File: src/rtl/ip_megarom2.sv
// ip_megarom2: MegaROM mapper with eight banking modes, four 8 KB page
// registers, SCC/SCC+ register windows and a request/acknowledge RAM port.
module ip_megarom2 #(
    parameter int                      ADDR_H_WIDTH = 1,
    parameter logic [ADDR_H_WIDTH-1:0] ADDR_H       = '0,
    parameter logic [7:0]              PAGE_MASK    = 8'hFF
) (
    input  logic                         clk,
    input  logic                         reset,
    input  logic [2:0]                   mode,
    input  logic [15:0]                  bus_address,
    input  logic                         bus_memory,
    input  logic                         bus_io,
    input  logic                         bus_read,
    input  logic                         bus_write,
    input  logic [7:0]                   bus_write_data,
    output logic                         bus_memory_cs,
    output logic                         bus_io_cs,
    output logic                         bus_read_ready,
    output logic [7:0]                   bus_read_data,
    output logic                         rd,
    output logic                         wr,
    input  logic                         busy,
    output logic [ADDR_H_WIDTH+20:0]     address,
    output logic [7:0]                   wdata,
    input  logic [7:0]                   rdata,
    input  logic                         rdata_en
);

    typedef enum logic [2:0] {IDLE, RREQ, RWAIT, WREQ, FILL} state_t;

    state_t                      state_q, state_d;
    logic [3:0][7:0]             page_q, page_d;
    logic                        sccp_en_q, sccp_en_d;
    logic                        sccp_ram_en_q, sccp_ram_en_d;
    logic [ADDR_H_WIDTH+20:0]    address_q, address_d;
    logic [7:0]                  wdata_q, wdata_d;
    logic [7:0]                  rdata_q, rdata_d;
    logic                        ready_q, ready_d;

    logic                        in_window;
    logic [2:0]                  sel_raw;
    logic [1:0]                  page_sel;
    logic [4:0]                  a5;
    logic [3:0]                  a4;
    logic [2:0]                  a3;
    logic                        wr_strobe;
    logic [7:0]                  val;
    logic [7:0]                  pair_lo;
    logic [7:0]                  pair_hi;
    logic                        scc_win;
    logic                        sccp_win;
    logic                        is_modereg;
    logic                        ram_wr_ok;
    logic [ADDR_H_WIDTH+20:0]    ram_addr;
    logic                        unused_bus_io;

    assign unused_bus_io = bus_io;

    // Address decode shared by page writes, window checks and the FSM
    always_comb begin
        a5         = bus_address[15:11];
        a4         = bus_address[15:12];
        a3         = bus_address[15:13];
        in_window  = (a3 == 3'b010) || (a3 == 3'b011) || (a3 == 3'b100) || (a3 == 3'b101);
        sel_raw    = a3 - 3'd2;
        page_sel   = sel_raw[1:0];
        wr_strobe  = bus_memory & bus_write;
        val        = bus_write_data & PAGE_MASK;
        pair_lo    = {bus_write_data[6:0], 1'b0} & PAGE_MASK;
        pair_hi    = {bus_write_data[6:0], 1'b1} & PAGE_MASK;
        scc_win    = ((mode == 3'd4) || (mode == 3'd5)) && (a5 == 5'b10011) && (page_q[2] == 8'h3F);
        sccp_win   = (mode == 3'd5) && (a5 == 5'b10111) && page_q[3][7];
        is_modereg = (bus_address[15:1] == 15'h5FFF);
        ram_wr_ok  = (mode == 3'd5) && sccp_ram_en_q && in_window && !scc_win && !sccp_win && !is_modereg;
        // RAM address uses the page values as they stood before this cycle's update
        ram_addr   = {ADDR_H, page_q[page_sel], bus_address[12:0]};
    end

    // Page-register and SCC-I mode register updates, on every write strobe
    always_comb begin
        page_d        = page_q;
        sccp_en_d     = sccp_en_q;
        sccp_ram_en_d = sccp_ram_en_q;
        if (wr_strobe) begin
            case (mode)
                3'd0: if (a5[4:2] == 3'b011) page_d[a5[1:0]] = val;
                3'd1: begin
                    if (a4 == 4'b0110) begin
                        page_d[0] = pair_lo;
                        page_d[1] = pair_hi;
                    end else if (a4 == 4'b0111) begin
                        page_d[2] = pair_lo;
                        page_d[3] = pair_hi;
                    end
                end
                3'd3: begin
                    case (a3)
                        3'b011:  page_d[1] = val;
                        3'b100:  page_d[2] = val;
                        3'b101:  page_d[3] = val;
                        default: ;
                    endcase
                end
                3'd4, 3'd5: begin
                    case (a5)
                        5'b01010: page_d[0] = val;
                        5'b01110: page_d[1] = val;
                        5'b10010: page_d[2] = val;
                        5'b10110: page_d[3] = val;
                        default:  ;
                    endcase
                    if ((mode == 3'd5) && is_modereg) begin
                        sccp_en_d     = bus_write_data[5];
                        sccp_ram_en_d = bus_write_data[4];
                    end
                end
                3'd6: begin
                    case (a5)
                        5'b01000: page_d[0] = val;
                        5'b01100: page_d[1] = val;
                        5'b10000: page_d[2] = val;
                        5'b10100: page_d[3] = val;
                        default:  ;
                    endcase
                end
                3'd7: begin
                    // Either Gen8 window of a page pair loads both pages of that pair
                    case (a5)
                        5'b01000, 5'b01100: begin
                            page_d[0] = pair_lo;
                            page_d[1] = pair_hi;
                        end
                        5'b10000, 5'b10100: begin
                            page_d[2] = pair_lo;
                            page_d[3] = pair_hi;
                        end
                        default: ;
                    endcase
                end
                default: ;
            endcase
        end
    end

    // RAM request/acknowledge FSM: next state and registered outputs
    always_comb begin
        state_d   = state_q;
        address_d = address_q;
        wdata_d   = wdata_q;
        rdata_d   = rdata_q;
        ready_d   = 1'b0;
        case (state_q)
            IDLE: begin
                if (bus_memory && bus_read && in_window) begin
                    if (scc_win || sccp_win) begin
                        state_d = FILL;
                    end else begin
                        address_d = ram_addr;
                        state_d   = RREQ;
                    end
                end else if (wr_strobe && ram_wr_ok) begin
                    address_d = ram_addr;
                    wdata_d   = bus_write_data;
                    state_d   = WREQ;
                end
            end
            RREQ:  if (!busy) state_d = RWAIT;
            RWAIT: begin
                if (rdata_en) begin
                    rdata_d = rdata;
                    ready_d = 1'b1;
                    state_d = IDLE;
                end
            end
            WREQ:  if (!busy) state_d = IDLE;
            FILL: begin
                rdata_d = 8'hFF;
                ready_d = 1'b1;
                state_d = IDLE;
            end
            default: state_d = IDLE;
        endcase
    end

    // State and register storage
    always_ff @(posedge clk or posedge reset) begin
        if (reset) begin
            state_q       <= IDLE;
            page_q        <= {8'd3, 8'd2, 8'd1, 8'd0};
            sccp_en_q     <= 1'b0;
            sccp_ram_en_q <= 1'b0;
            address_q     <= '0;
            wdata_q       <= '0;
            rdata_q       <= '0;
            ready_q       <= 1'b0;
        end else begin
            state_q       <= state_d;
            page_q        <= page_d;
            sccp_en_q     <= sccp_en_d;
            sccp_ram_en_q <= sccp_ram_en_d;
            address_q     <= address_d;
            wdata_q       <= wdata_d;
            rdata_q       <= rdata_d;
            ready_q       <= ready_d;
        end
    end

    assign bus_memory_cs  = in_window;
    assign bus_io_cs      = 1'b0;
    assign bus_read_ready = ready_q;
    assign bus_read_data  = rdata_q;
    assign rd             = (state_q == RREQ);
    assign wr             = (state_q == WREQ);
    assign address        = address_q;
    assign wdata          = wdata_q;

endmodule

File: config.mk
export PLATFORM = sky130hd
export DESIGN_NAME = ip_megarom2
export DESIGN_NICKNAME = d
export VERILOG_FILES = /design/src/rtl/ip_megarom2.sv
export SDC_FILE = /design/constraint.sdc
export NUM_CORES = 1
export LEC_CHECK = 0
export BUFFER_PORTS_ARGS = -buffer_cell sky130_fd_sc_hd__buf_4
export CAP_MARGIN = 40
export CORE_ASPECT_RATIO = 0.8
export CORE_MARGIN = 5
export CORE_UTILIZATION = 35
export CTS_BUF_LIST = sky130_fd_sc_hd__clkbuf_2 sky130_fd_sc_hd__clkbuf_4 sky130_fd_sc_hd__clkbuf_8
export CTS_CLUSTER_DIAMETER = 40
export DETAILED_ROUTE_END_ITERATION = 8
export HOLD_SLACK_MARGIN = 0.05
export MAX_ROUTING_LAYER = met4
export PLACE_DENSITY_LB_ADDON = 0.08
export SYNTH_ARGS = -nofsm -noshare
export SYNTH_HDL_FRONTEND = slang
export SYNTH_SLANG_ARGS = --single-unit
export TNS_END_PERCENT = 30
File: constraint.sdc
create_clock -name clk -period 1.85 [get_ports clk]
set_input_delay 0.0925 -clock clk [delete_from_list [all_inputs] [get_ports clk]]
set_output_delay 0.0925 -clock clk [all_outputs]
set_load 0.01 [all_outputs]
==> results.py, run 1 <==
metrics = {
    "timing": {
        "timing_max_transition_violations_final": 0,
        "setup_slack_ns": -0.144,
        "final_hold_viol_count": 0,
        "worst_slew_margin_rel_pct": 60.0,
        "fin_worst_skew_ns": 0.00911,
        "timing.fmax_mhz": 501,
        "unrepaired_setup_endpoints_after_global_routing": "true",
        "max_slew.worst_pin.slew_ns": 0.595,
        "setup_viol": 21,
        "fin_crit_ns": 1.99,
        "fin_crit_sh_pct": 108,
    },
    "detailed_routing": {
        "dr_pass1_iterations": 4,
        "avgRoutedWirePerCell_um": 17.2,
        "initialDrtViolationCount": 183,
        "antenna_left": 0,
        "post-route-drc-count": 0,
        "viasPerCell": 5.02,
        "route.final.wire_length_mm": 11.9,
        "vias": 3463,
    },
    "finish": {
        "post_route_cells_drive_above_1_share_pct": 40.2,
        "area_growth_syn_to_layout_pct": 46.7,
        "fin_area_um2": 5890,
        "ff_latch_area_um2": 1860,
        "num_antenna_cells": 0,
        "finish.cell_count_without_fillers": 690,
        "final_core_utilization_pct": 51.7,
        "multi_input_logic_area_um2": 2100,
        "num-nets-final": 580,
        "fillCellCount": 1070,
    },
    "synth": {
        "synth_fa_ha_area_share_pct": 0,
        "synth.mux.area_fraction_pct": 21.4,
        "mappedNetlistArea_um2": 4010,
        "simple_logic_cell_fraction_of_the_synthesized_area_pct": 14.4,
        "synth_cell_types": 60,
        "synth_area_leader_cell": "sky130_fd_sc_hd__dfrtp_1",
        "syn-instance-count": 367,
        "synth-main-ff-cell": "sky130_fd_sc_hd__dfrtp_1",
        "postSynthAreaPerCell_um2": 10.9,
        "synth_warnings": 0,
        "synth_compound_area_share_pct": 12.9,
        "yosys-top-cells-area": "sky130_fd_sc_hd__dfrtp_1, sky130_fd_sc_hd__mux2_1, sky130_fd_sc_hd__mux4_2",
        "synth_xor_xnor_area_share_pct": 0.873,
        "yosysSeqAreaShare_pct": 46.3,
        "synth_enable_flop_cells": 0,
        "synth.top_cell.area_share_pct": 43.7,
        "synth_top_family_by_area": "multiplexers",
        "yosys_register_bits": 74,
        "ys_async_sr_fraction_pct": 100,
    },
    "hold_path": {
        "worst_hold_path_type": "input pin to register",
    },
    "critical_path": {
        "critical_path.cell_chain": "or4b_4 > nor4_4 > a21oi_2 > o211ai_4 > clkbuf_16 > mux2_1",
        "worst_setup_path_end_kind": "register",
        "setup.worst_path.start_class": "register",
        "worst_path_largest_cell_delay_ns": 0.53,
        "timing.critical_path.fanout_max": 8,
        "worst-setup-path-type": "register to register",
        "cp_data_arrival_time_ns": 2.23,
        "cp_data_required_time_ns": 2.09,
        "critical_path.slowest_cell": "sky130_fd_sc_hd__or4b_4",
        "timing.critical_path.buf_inv": 1,
        "critPathTopFamily": "simple AND/OR/NAND/NOR gates",
    },
    "clock_network": {
        "cts.htree.levels": 3,
        "numClockSinks": 74,
        "cts_tree": "built",
        "cts.reportedPaths.clkPinSlew_ns": 0.08,
        "root_buffer": "sky130_fd_sc_hd__clkbuf_8",
        "postCtsSetupRepairBufs": 0,
        "worst_skew_late_latency_ns": 0.36,
        "numCtsBuffers": 9,
        "cts.path.max_buffers": 2,
    },
    "global_routing": {
        "grt_first_pass_wirelength_mm": 18.8,
        "antenna_found_initial": 0,
        "grt_start_max_net_pins": 75,
        "grt_overflow_total": 0,
        "grt_pass1_vias": 3502,
        "gr-usage-all-layers_pct": 18.1,
    },
    "floorplan": {
        "die_y_um": 106,
        "chipWidth_um": 130,
        "design.portCount": 86,
        "die_ar_um2": 13700,
        "num_rows": 35,
        "fp.coreArea_um2": 11400,
        "start_util_pct": 35.2,
    },
    "run_status": {
        "violations_in_the_final_reports": "negative setup slack",
        "status": "complete, but fails checks",
    },
    "placed_design": {
        "place.gp.congestion": 0.897,
        "placed_area_um2": 5280,
        "port-buffer-count": 82,
        "post-place-cells": 644,
        "dp_hpwl_mm": 8.64,
    },
    "pwr": {
        "power.ir.vdd_worst_mv": 0.527,
        "leakage_component_of_the_power_nw": 2.82,
        "power_per_cell_area_nw_per_um2": 1030,
    },
    "flow_run": {
        "maxCapViolations": 0,
    },
}
area by class of cell:
class                   count  area share, %
inverters                  15           1.02
repair buffers            181           25.5
multi-input cells         256           35.7
clock inverters             3          0.425
flip-flops and latches     74           31.5
clock buffers              13           2.72
well taps                 148           3.15
cell families after synthesis:
family	count (synthesis)
AND/OR/NAND/NOR	109
AO/OA/AOI/OAI	74
flip-flops	74
multiplexers	67
buffers and inverters	38
XOR/XNOR	4
other	1
cell usage after synthesis (3+ instances only):
cell type and number:
sky130_fd_sc_hd__a22o_1 9, sky130_fd_sc_hd__nand2_1 40, sky130_fd_sc_hd__nor3_1 6, sky130_fd_sc_hd__o211ai_1 3, sky130_fd_sc_hd__nand3_1 13, sky130_fd_sc_hd__mux2i_1 5
sky130_fd_sc_hd__a22oi_1 4, sky130_fd_sc_hd__nand2b_1 3, sky130_fd_sc_hd__clkbuf_1 11, sky130_fd_sc_hd__nor2_1 9, sky130_fd_sc_hd__mux2_1 48, sky130_fd_sc_hd__buf_1 3
sky130_fd_sc_hd__nor3b_1 4, sky130_fd_sc_hd__buf_2 6, sky130_fd_sc_hd__o21ai_0 13, sky130_fd_sc_hd__inv_1 12, sky130_fd_sc_hd__mux2_4 5, sky130_fd_sc_hd__nand3b_1 4
sky130_fd_sc_hd__dfstp_2 4, sky130_fd_sc_hd__mux4_2 8, sky130_fd_sc_hd__a31oi_1 5, sky130_fd_sc_hd__nor2b_1 5, sky130_fd_sc_hd__a21oi_1 21, sky130_fd_sc_hd__buf_4 3
sky130_fd_sc_hd__dfrtp_1 70, sky130_fd_sc_hd__nand4_1 4
where the power goes:
part	total [mW]	switching [mW]	internal (mW)
sequential	2.55	0.330	2.22
clock	1.20	0.626	0.575
combinational	2.31	0.944	1.36
cell usage in the layout (no fill, tap or decap), types with 3 or more instances in the layout:
master / n
sky130_fd_sc_hd__mux4_2: 8
sky130_fd_sc_hd__a22oi_1: 4
sky130_fd_sc_hd__nand2b_1: 3
sky130_fd_sc_hd__nor3b_1: 4
sky130_fd_sc_hd__mux2i_1: 5
sky130_fd_sc_hd__dfrtp_1: 70
sky130_fd_sc_hd__dlygate4sd3_1: 29
sky130_fd_sc_hd__mux2_4: 23
sky130_fd_sc_hd__buf_4: 147
sky130_fd_sc_hd__nand2_1: 40
sky130_fd_sc_hd__mux2_1: 30
sky130_fd_sc_hd__nand3b_1: 4
sky130_fd_sc_hd__clkbuf_4: 3
sky130_fd_sc_hd__nor2b_1: 5
sky130_fd_sc_hd__a31oi_1: 5
sky130_fd_sc_hd__a21oi_1: 20
sky130_fd_sc_hd__inv_1: 11
sky130_fd_sc_hd__o21ai_0: 13
sky130_fd_sc_hd__nor2_1: 9
sky130_fd_sc_hd__nor3_1: 6
sky130_fd_sc_hd__dfstp_2: 4
sky130_fd_sc_hd__nand4_1: 4
sky130_fd_sc_hd__o211ai_1: 3
sky130_fd_sc_hd__buf_12: 4
sky130_fd_sc_hd__nand3_1: 13
sky130_fd_sc_hd__a22o_1: 9
sky130_fd_sc_hd__clkbuf_8: 10
stage by stage:
step	hold slack (ns)	setup slack [ns]	total power [mW]	TNS, ns
after floorplan	0.220	-0.0283	3.58	-0.724
after detailed placement	0.249	-0.255	4.71	-8.39
after global routing	0.0702	-0.207	6.46	-3.80
final	0.0818	-0.144	6.05	-2.10
after global placement	0.243	-0.207	4.66	-8.06
after CTS	0.0667	-0.150	6.01	-3.05
path summary, 6_finish.rpt:
check / from / to / slack [ns] / depth (start not counted)
max: register / address[7] / -0.14 / 6
min: bus_write_data[4] / wdata[4] / 0.08 / 2
max reg2reg: register / address[7] / -0.14 / 6
min reg2reg: register / register / 0.49 / 2
max in group asynchronous: reset / asynchronous set/reset pin / 1.06 / 4
min in group asynchronous: reset / state_q[2] / 0.41 / 4
worst reg2reg max path, stage by stage, from the launching register on:
cell and delay [ns]:
sky130_fd_sc_hd__dfrtp_1 0.38, sky130_fd_sc_hd__or4b_4 0.53, sky130_fd_sc_hd__nor4_4 0.16, sky130_fd_sc_hd__a21oi_2 0.10
sky130_fd_sc_hd__o211ai_4 0.15, sky130_fd_sc_hd__clkbuf_16 0.23, sky130_fd_sc_hd__mux2_1 0.33
routing by layer:
metal  GRT usage, %  wire, µm  up-vias
met1           26.2      5800     1680
li1               -         -     1683
met2           25.5      5280       88
met3           3.90       593       12
met5              -         0        -
met4           5.04       185        0
what timing repair did:
action / in CTS / in global routing
hold endpoints to repair: 99 / 0
hold buffers: 29 / 0
pin swaps: 0 / 1
gates cloned: 0 / 1
endpoints found under the setup margin: 29 / 29
resized for setup: 7 / 18
(Power assumes the default switching activity.)
==> inputs of run 2 (changes only) <==
--- a/config.mk
+++ b/config.mk
@@ -5,6 +5,7 @@
 export SDC_FILE = /design/constraint.sdc
 export NUM_CORES = 1
 export LEC_CHECK = 0
+export ABC_AREA = 1
 export BUFFER_PORTS_ARGS = -buffer_cell sky130_fd_sc_hd__buf_4
 export CAP_MARGIN = 40
 export CORE_ASPECT_RATIO = 0.8
==> constraint.sdc (replaced) <==
create_clock -name clk -period 1.85 [get_ports clk]
set_input_delay 0 -clock clk [delete_from_list [all_inputs] [get_ports clk]]
set_output_delay 0 -clock clk [all_outputs]
set_load 0.01 [all_outputs]
==> results.py, run 2 <==
metrics = {
    "synth": {
        "synth-main-ff-cell": "sky130_fd_sc_hd__dfrtp_1",
        "synth_common_cells": "sky130_fd_sc_hd__nand2_1, sky130_fd_sc_hd__dfrtp_1, sky130_fd_sc_hd__inv_1",
        "yosys-top-cells-area": "sky130_fd_sc_hd__dfrtp_1, sky130_fd_sc_hd__nand2_1, sky130_fd_sc_hd__nand3_1",
        "ys_async_sr_fraction_pct": 100,
        "syn-instance-count": 523,
        "synth_cell_types": 36,
        "synth_enable_flop_cells": 0,
        "synth_warnings": 0,
        "postSynthAreaPerCell_um2": 7.65,
        "yosys.cell_count.top_type": "sky130_fd_sc_hd__nand2_1",
        "mappedNetlistArea_um2": 4000,
        "yosys_register_bits": 74,
        "yosysSeqAreaShare_pct": 46.4,
        "synth_area_leader_cell": "sky130_fd_sc_hd__dfrtp_1",
        "synth.top_cell.area_share_pct": 43.8,
    },
    "clock_network": {
        "cts.reportedPaths.clkPinSlew_ns": 0.09,
        "cts.path.max_buffers": 2,
        "numClockSinks": 74,
        "cts_tree": "built",
        "cts.htree.levels": 3,
        "worst_skew_late_latency_ns": 0.37,
        "numCtsBuffers": 9,
        "root_buffer": "sky130_fd_sc_hd__clkbuf_8",
        "postCtsSetupRepairBufs": 0,
    },
    "timing": {
        "fin_crit_sh_pct": 90.3,
        "final_hold_slack_ns": 0.0979,
        "setup_slack_ns": 0.180,
        "tns_ns": 0,
        "setup_viol": 0,
        "timing_max_transition_violations_final": 0,
        "final_hold_viol_count": 0,
        "unrepaired_setup_endpoints_after_global_routing": "false",
        "timing.fmax_mhz": 599,
        "fin_crit_ns": 1.67,
        "worst_slew_margin_rel_pct": 65.9,
        "fin_worst_skew_ns": 0.0102,
        "max_slew.worst_pin.slew_ns": 0.510,
    },
    "finish": {
        "fillCellCount": 1129,
        "multi_input_logic_area_um2": 1860,
        "mostFrequentLayoutCell": "sky130_fd_sc_hd__nand2_1",
        "area_growth_syn_to_layout_pct": 37.4,
        "top_library_cells_by_usage_in_the_layout_fill_and_taps_aside": "sky130_fd_sc_hd__nand2_1, sky130_fd_sc_hd__buf_4, sky130_fd_sc_hd__dfrtp_1, sky130_fd_sc_hd__inv_1, sky130_fd_sc_hd__nand3_1",
        "fin_area_um2": 5500,
        "num-nets-final": 694,
        "post_route_cells_drive_above_1_share_pct": 24.7,
        "ff_latch_area_um2": 1860,
        "num_antenna_cells": 0,
    },
    "critical_path": {
        "timing.critical_path.buf_inv": 1,
        "critical_path.slowest_cell": "sky130_fd_sc_hd__dfstp_2",
        "critical_path.cell_chain": "nand2_1 > nor2_2 > nand2_1 > nor2_1 > nor2_2 > nand3_1 > nand2_2 > buf_4 > nand3_1 > nand2_1",
        "worst_setup_path_end_kind": "register",
        "critPathTopFamily": "simple AND/OR/NAND/NOR gates",
        "worst-setup-path-type": "register to register",
        "ff2ff_path_depth": 10,
        "crit-reg2reg-capture": "address[14]",
        "cp_data_arrival_time_ns": 1.93,
        "flop2flop_setup_slack_ns": 0.18,
        "cp_data_required_time_ns": 2.11,
        "timing.critical_path.fanout_max": 12,
        "critical_path.most_common_cell": "sky130_fd_sc_hd__nand2_1",
        "worst_path_largest_cell_delay_ns": 0.55,
        "setup.worst_path.start_class": "register",
    },
    "floorplan": {
        "die_y_um": 106,
        "fp.coreArea_um2": 11300,
        "die_ar_um2": 13700,
        "design.portCount": 86,
        "start_util_pct": 35.3,
        "chipWidth_um": 130,
        "num_rows": 35,
    },
    "hold_path": {
        "min_path_cells": 5,
        "worst_hold_path_type": "input pin to register",
        "hold_path_startpoint": "bus_memory",
        "worstHoldEndpoint": "state_q[2]",
    },
    "pwr": {
        "power.share.sequential_pct": 40.1,
        "switching_share_pct": 33.5,
        "report.power.total_mw": 6.18,
        "comb_pwr_share_pct": 32.1,
        "switching_power_summed_over_all_nets_mw": 2.07,
        "leakage_component_of_the_power_nw": 2.78,
        "power.ir.vdd_worst_mv": 0.451,
        "power.share.clock_pct": 27.9,
        "internal_power_mw": 4.11,
        "power_per_cell_area_nw_per_um2": 1120,
    },
    "detailed_routing": {
        "dr_pass1_iterations": 7,
        "post-route-drc-count": 0,
        "viasPerCell": 4.89,
        "vias": 3928,
        "avgRoutedWirePerCell_um": 15.3,
        "antenna_left": 0,
        "route.final.wire_length_mm": 12.3,
        "initialDrtViolationCount": 252,
    },
    "flow_run": {
        "maxCapViolations": 0,
    },
    "placed_design": {
        "placed_area_um2": 4890,
        "dp_hpwl_mm": 8.99,
        "place.gp.congestion": 0.912,
        "placement.setup.worst_slack_ns": 0.122,
        "port-buffer-count": 82,
    },
    "global_routing": {
        "grt_overflow_total": 0,
        "antenna_found_initial": 0,
        "grt_first_pass_wirelength_mm": 19.9,
        "gr-usage-all-layers_pct": 19.2,
        "grt_start_max_net_pins": 40,
        "grt_pass1_vias": 3688,
    },
    "run_status": {
        "status": "completed",
    },
}
==> run 2: area by class of cell <==
cell class	instances	share of cell area [%]
Sequential cell	74	33.8
Timing Repair Buffer	134	20.7
Inverter	50	3.48
Clock buffer	9	2.25
Multi-Input combinational cell	382	33.8
Tap cell	148	3.37
Clock inverter	7	2.66
==> run 2: power groups by stage <==
stage / sequential, mW / combinational (mW) / clock, mW
2_1_floorplan: 2.57 / 0.920 / 0
6_report: 2.48 / 1.98 / 1.72
3_5_place_dp: 2.51 / 1.95 / 0
5_1_grt: 2.55 / 2.22 / 1.84
3_3_place_gp: 2.49 / 1.92 / 0
4_1_cts: 2.48 / 2.01 / 1.77
==> run 2: per-stage QoR <==
stage | util [%] | std cells
floorplan | - | 524
global placement | 43.1 | 755
detailed placement | 43.1 | 755
CTS | 48.4 | 804
global route | 48.5 | 804
finish | 48.5 | 804
==> run 2: timing repair <==
item | in CTS | in global routing
setup endpoints to repair | 0 | 28
endpoints found under the hold margin | 85 | 0
resized for setup | 0 | 3
hold buffers | 33 | 0
==> run 2: worst max path at each step <==
stage              from     endpoint  slack, ns  cells past startpoint
2_1_floorplan  register  address[13]       0.39                     10
3_3_place_gp   register  address[15]       0.14                     10
3_5_place_dp   register  address[14]       0.12                     10
4_1_cts        register  address[10]       0.09                     11
5_1_grt        register  address[17]       0.04                     11
6_report       register  address[14]       0.18                     10
==> run 2: worst min-delay path, cell delays in order <==
cell,delay [ns]
sky130_fd_sc_hd__buf_4,0.11
sky130_fd_sc_hd__nand2_1,0.09
sky130_fd_sc_hd__inv_1,0.05
sky130_fd_sc_hd__nand2_1,0.12
sky130_fd_sc_hd__nor3_1,0.07
==> run 2: per-layer routing <==
layer | wire length, µm | vias to the layer above | global-route usage [%]
met5 | 0 | - | -
met4 | 119 | 0 | 4.67
met3 | 840 | 10 | 3.60
met2 | 5300 | 138 | 27.5
met1 | 6070 | 1816 | 28.0
li1 | - | 1964 | -
==> run 2: kinds of logic after synthesis <==
| kind of cell | synth area share [%] |
|---|---|
| AOI/OAI and AO/OA | 15.8 |
| DFF | 46.4 |
| buffers and inverters | 7.44 |
| muxes | 1.78 |
| other | 0.0937 |
| and+or+nand+nor | 28.5 |
==> inputs of run 3 (changes only) <==
==> constraint.sdc (replaced) <==
create_clock -name clk -period 2.1 [get_ports clk]
set_input_delay 0 -clock clk [delete_from_list [all_inputs] [get_ports clk]]
set_output_delay 0 -clock clk [all_outputs]
set_load 0.01 [all_outputs]
==> results.py, run 3 (synthesis gave the netlist of run 2 again) <==
metrics = {
    "finish": {
        "fillCellCount": 1185,
        "fin_area_um2": 5380,
        "mostFrequentLayoutCell": "sky130_fd_sc_hd__nand2_1",
        "post_route_cells_drive_above_1_share_pct": 24.3,
        "top_library_cells_by_usage_in_the_layout_fill_and_taps_aside": "sky130_fd_sc_hd__nand2_1, sky130_fd_sc_hd__buf_4, sky130_fd_sc_hd__dfrtp_1, sky130_fd_sc_hd__inv_1, sky130_fd_sc_hd__nand3_1",
        "num_antenna_cells": 0,
        "num-nets-final": 693,
        "area_growth_syn_to_layout_pct": 34.5,
    },
    "timing": {
        "final_hold_slack_ns": 0.0939,
        "worst_slew_margin_rel_pct": 61.7,
        "setup_slack_ns": 0.286,
        "fin_crit_sh_pct": 86.4,
        "fin_worst_skew_ns": 0.00979,
        "unrepaired_setup_endpoints_after_global_routing": "false",
        "timing_max_transition_violations_final": 0,
        "fin_crit_ns": 1.81,
        "final_hold_viol_count": 0,
        "max_slew.worst_pin.slew_ns": 0.574,
        "tns_ns": 0,
        "setup_viol": 0,
        "timing.fmax_mhz": 551,
    },
    "critical_path": {
        "cp_data_required_time_ns": 2.34,
        "crit-reg2reg-capture": "address[15]",
        "worst_path_largest_cell_delay_ns": 0.57,
        "cp_data_arrival_time_ns": 2.06,
        "critical_path.most_common_cell": "sky130_fd_sc_hd__nand2_1",
        "ff2ff_path_depth": 10,
        "critical_path.cell_chain": "nand2_1 > nor2_1 > nand2_1 > nor2_1 > nor2_2 > nand3_1 > nand2_1 > buf_4 > nand3_1 > nand2_1",
        "timing.critical_path.fanout_max": 12,
        "worst-setup-path-type": "register to register",
        "critical_path.slowest_cell": "sky130_fd_sc_hd__dfstp_2",
        "setup.worst_path.start_class": "register",
        "worst_setup_path_end_kind": "register",
        "setup.worst_path.end": "address[15]",
        "flop2flop_setup_slack_ns": 0.29,
    },
    "global_routing": {
        "grt_start_max_net_pins": 35,
        "grt_overflow_total": 0,
        "gr-usage-all-layers_pct": 19.1,
        "antenna_found_initial": 0,
        "grt_pass1_vias": 3743,
        "grt_first_pass_wirelength_mm": 19.9,
    },
    "clock_network": {
        "cts_resized": 0,
        "cts_tree": "built",
        "cts.reportedPaths.clkPinSlew_ns": 0.08,
        "cts.htree.levels": 3,
        "worst_skew_late_latency_ns": 0.36,
        "cts.path.max_buffers": 2,
        "root_buffer": "sky130_fd_sc_hd__clkbuf_8",
        "cts.hold.buffers_added": 32,
        "numCtsBuffers": 9,
        "numClockSinks": 74,
        "postCtsSetupRepairBufs": 0,
    },
    "detailed_routing": {
        "post-route-drc-count": 0,
        "vias": 3907,
        "initialDrtViolationCount": 287,
        "avgRoutedWirePerCell_um": 15.4,
        "route.final.wire_length_mm": 12.3,
        "dr_pass1_iterations": 4,
        "viasPerCell": 4.87,
        "antenna_left": 0,
    },
    "placed_design": {
        "dp_hpwl_mm": 9.03,
        "placement.setup.worst_slack_ns": 0.342,
        "port-buffer-count": 82,
        "placed_area_um2": 4880,
        "place.gp.congestion": 0.872,
    },
    "floorplan": {
        "fp.coreArea_um2": 11300,
        "die_ar_um2": 13700,
        "design.portCount": 86,
        "die_y_um": 106,
        "chipWidth_um": 130,
        "start_util_pct": 35.3,
        "num_rows": 35,
    },
    "pwr": {
        "report.power.total_mw": 4.98,
        "leakage_component_of_the_power_nw": 2.74,
        "power.ir.vdd_worst_mv": 0.406,
        "power_per_cell_area_nw_per_um2": 925,
    },
    "run_status": {
        "status": "completed",
    },
    "flow_run": {
        "maxCapViolations": 0,
    },
    "hold_path": {
        "worst_hold_path_type": "input pin to register",
    },
}
==> run 3: changes by cell type in the layout (fill, tap and decap cells not counted) <==
cell                            delta
sky130_fd_sc_hd__buf_4             +1
sky130_fd_sc_hd__nand2_1           +1
sky130_fd_sc_hd__dlygate4sd3_1     -1
sky130_fd_sc_hd__inv_2             +1
sky130_fd_sc_hd__clkinv_2          +1
sky130_fd_sc_hd__nor2_1            +2
sky130_fd_sc_hd__clkbuf_8          +2
sky130_fd_sc_hd__inv_6             -3
sky130_fd_sc_hd__nand2_2           -1
sky130_fd_sc_hd__bufinv_16         -4
sky130_fd_sc_hd__nor2_2            -2
sky130_fd_sc_hd__clkbuf_4          +3
sky130_fd_sc_hd__buf_12            -1
==> run 3: worst min path at each step <==
stage | start | to | slack, ns | depth (start not counted)
6_report | bus_read | state_q[2] | 0.09 | 5
5_1_grt | bus_read | state_q[2] | 0.12 | 5
4_1_cts | bus_read | state_q[2] | 0.07 | 5
3_5_place_dp | reset | wdata[2] | 0.10 | 2
3_3_place_gp | reset | wdata[2] | 0.11 | 2
2_1_floorplan | bus_write_data[0] | wdata[0] | 0.13 | 2
==> run 3: worst max-delay path, delay by kind of cell, from the launching register on <==
kind          cells  cell delay [ns]
buf+inv           1             0.21
simple gates      9             0.92
flops             1             0.57
==> run 3: layer usage <==
| metal | up-vias | wire (µm) | GRT usage, % |
|---|---|---|---|
| met5 | - | 0 | - |
| met4 | 0 | 110 | 4.08 |
| met3 | 8 | 838 | 4.66 |
| met2 | 109 | 5180 | 25.5 |
| met1 | 1825 | 6210 | 29.1 |
| li1 | 1965 | - | - |
==> run 3: layout make-up <==
cell class / count / area (µm²) / share of cell area, %
flip-flops and latches: 74 / 1860 / 34.5
multi-input cells: 382 / 1850 / 34.4
repair buffers: 133 / 1120 / 20.7
inverters: 50 / 188 / 3.49
well taps: 148 / 185 / 3.44
clock buffers: 14 / 174 / 3.23
clock inverters: 2 / 12.5 / 0.232
==> run 3: power by group <==
| group | internal (mW) | switching, mW | total, mW |
|---|---|---|---|
| combinational | 0.802 | 0.940 | 1.74 |
| clock | 0.533 | 0.528 | 1.06 |
| sequential | 1.90 | 0.281 | 2.18 |
| total | 3.23 | 1.75 | 4.98 |
==> run 3: metrics by stage <==
step           instances  util [%]
4_1_cts              803      47.5
3_3_place_gp         755      43.0
6_report             803      47.5
3_5_place_dp         755      43.0
5_1_grt              803      47.5
2_1_floorplan        524         -
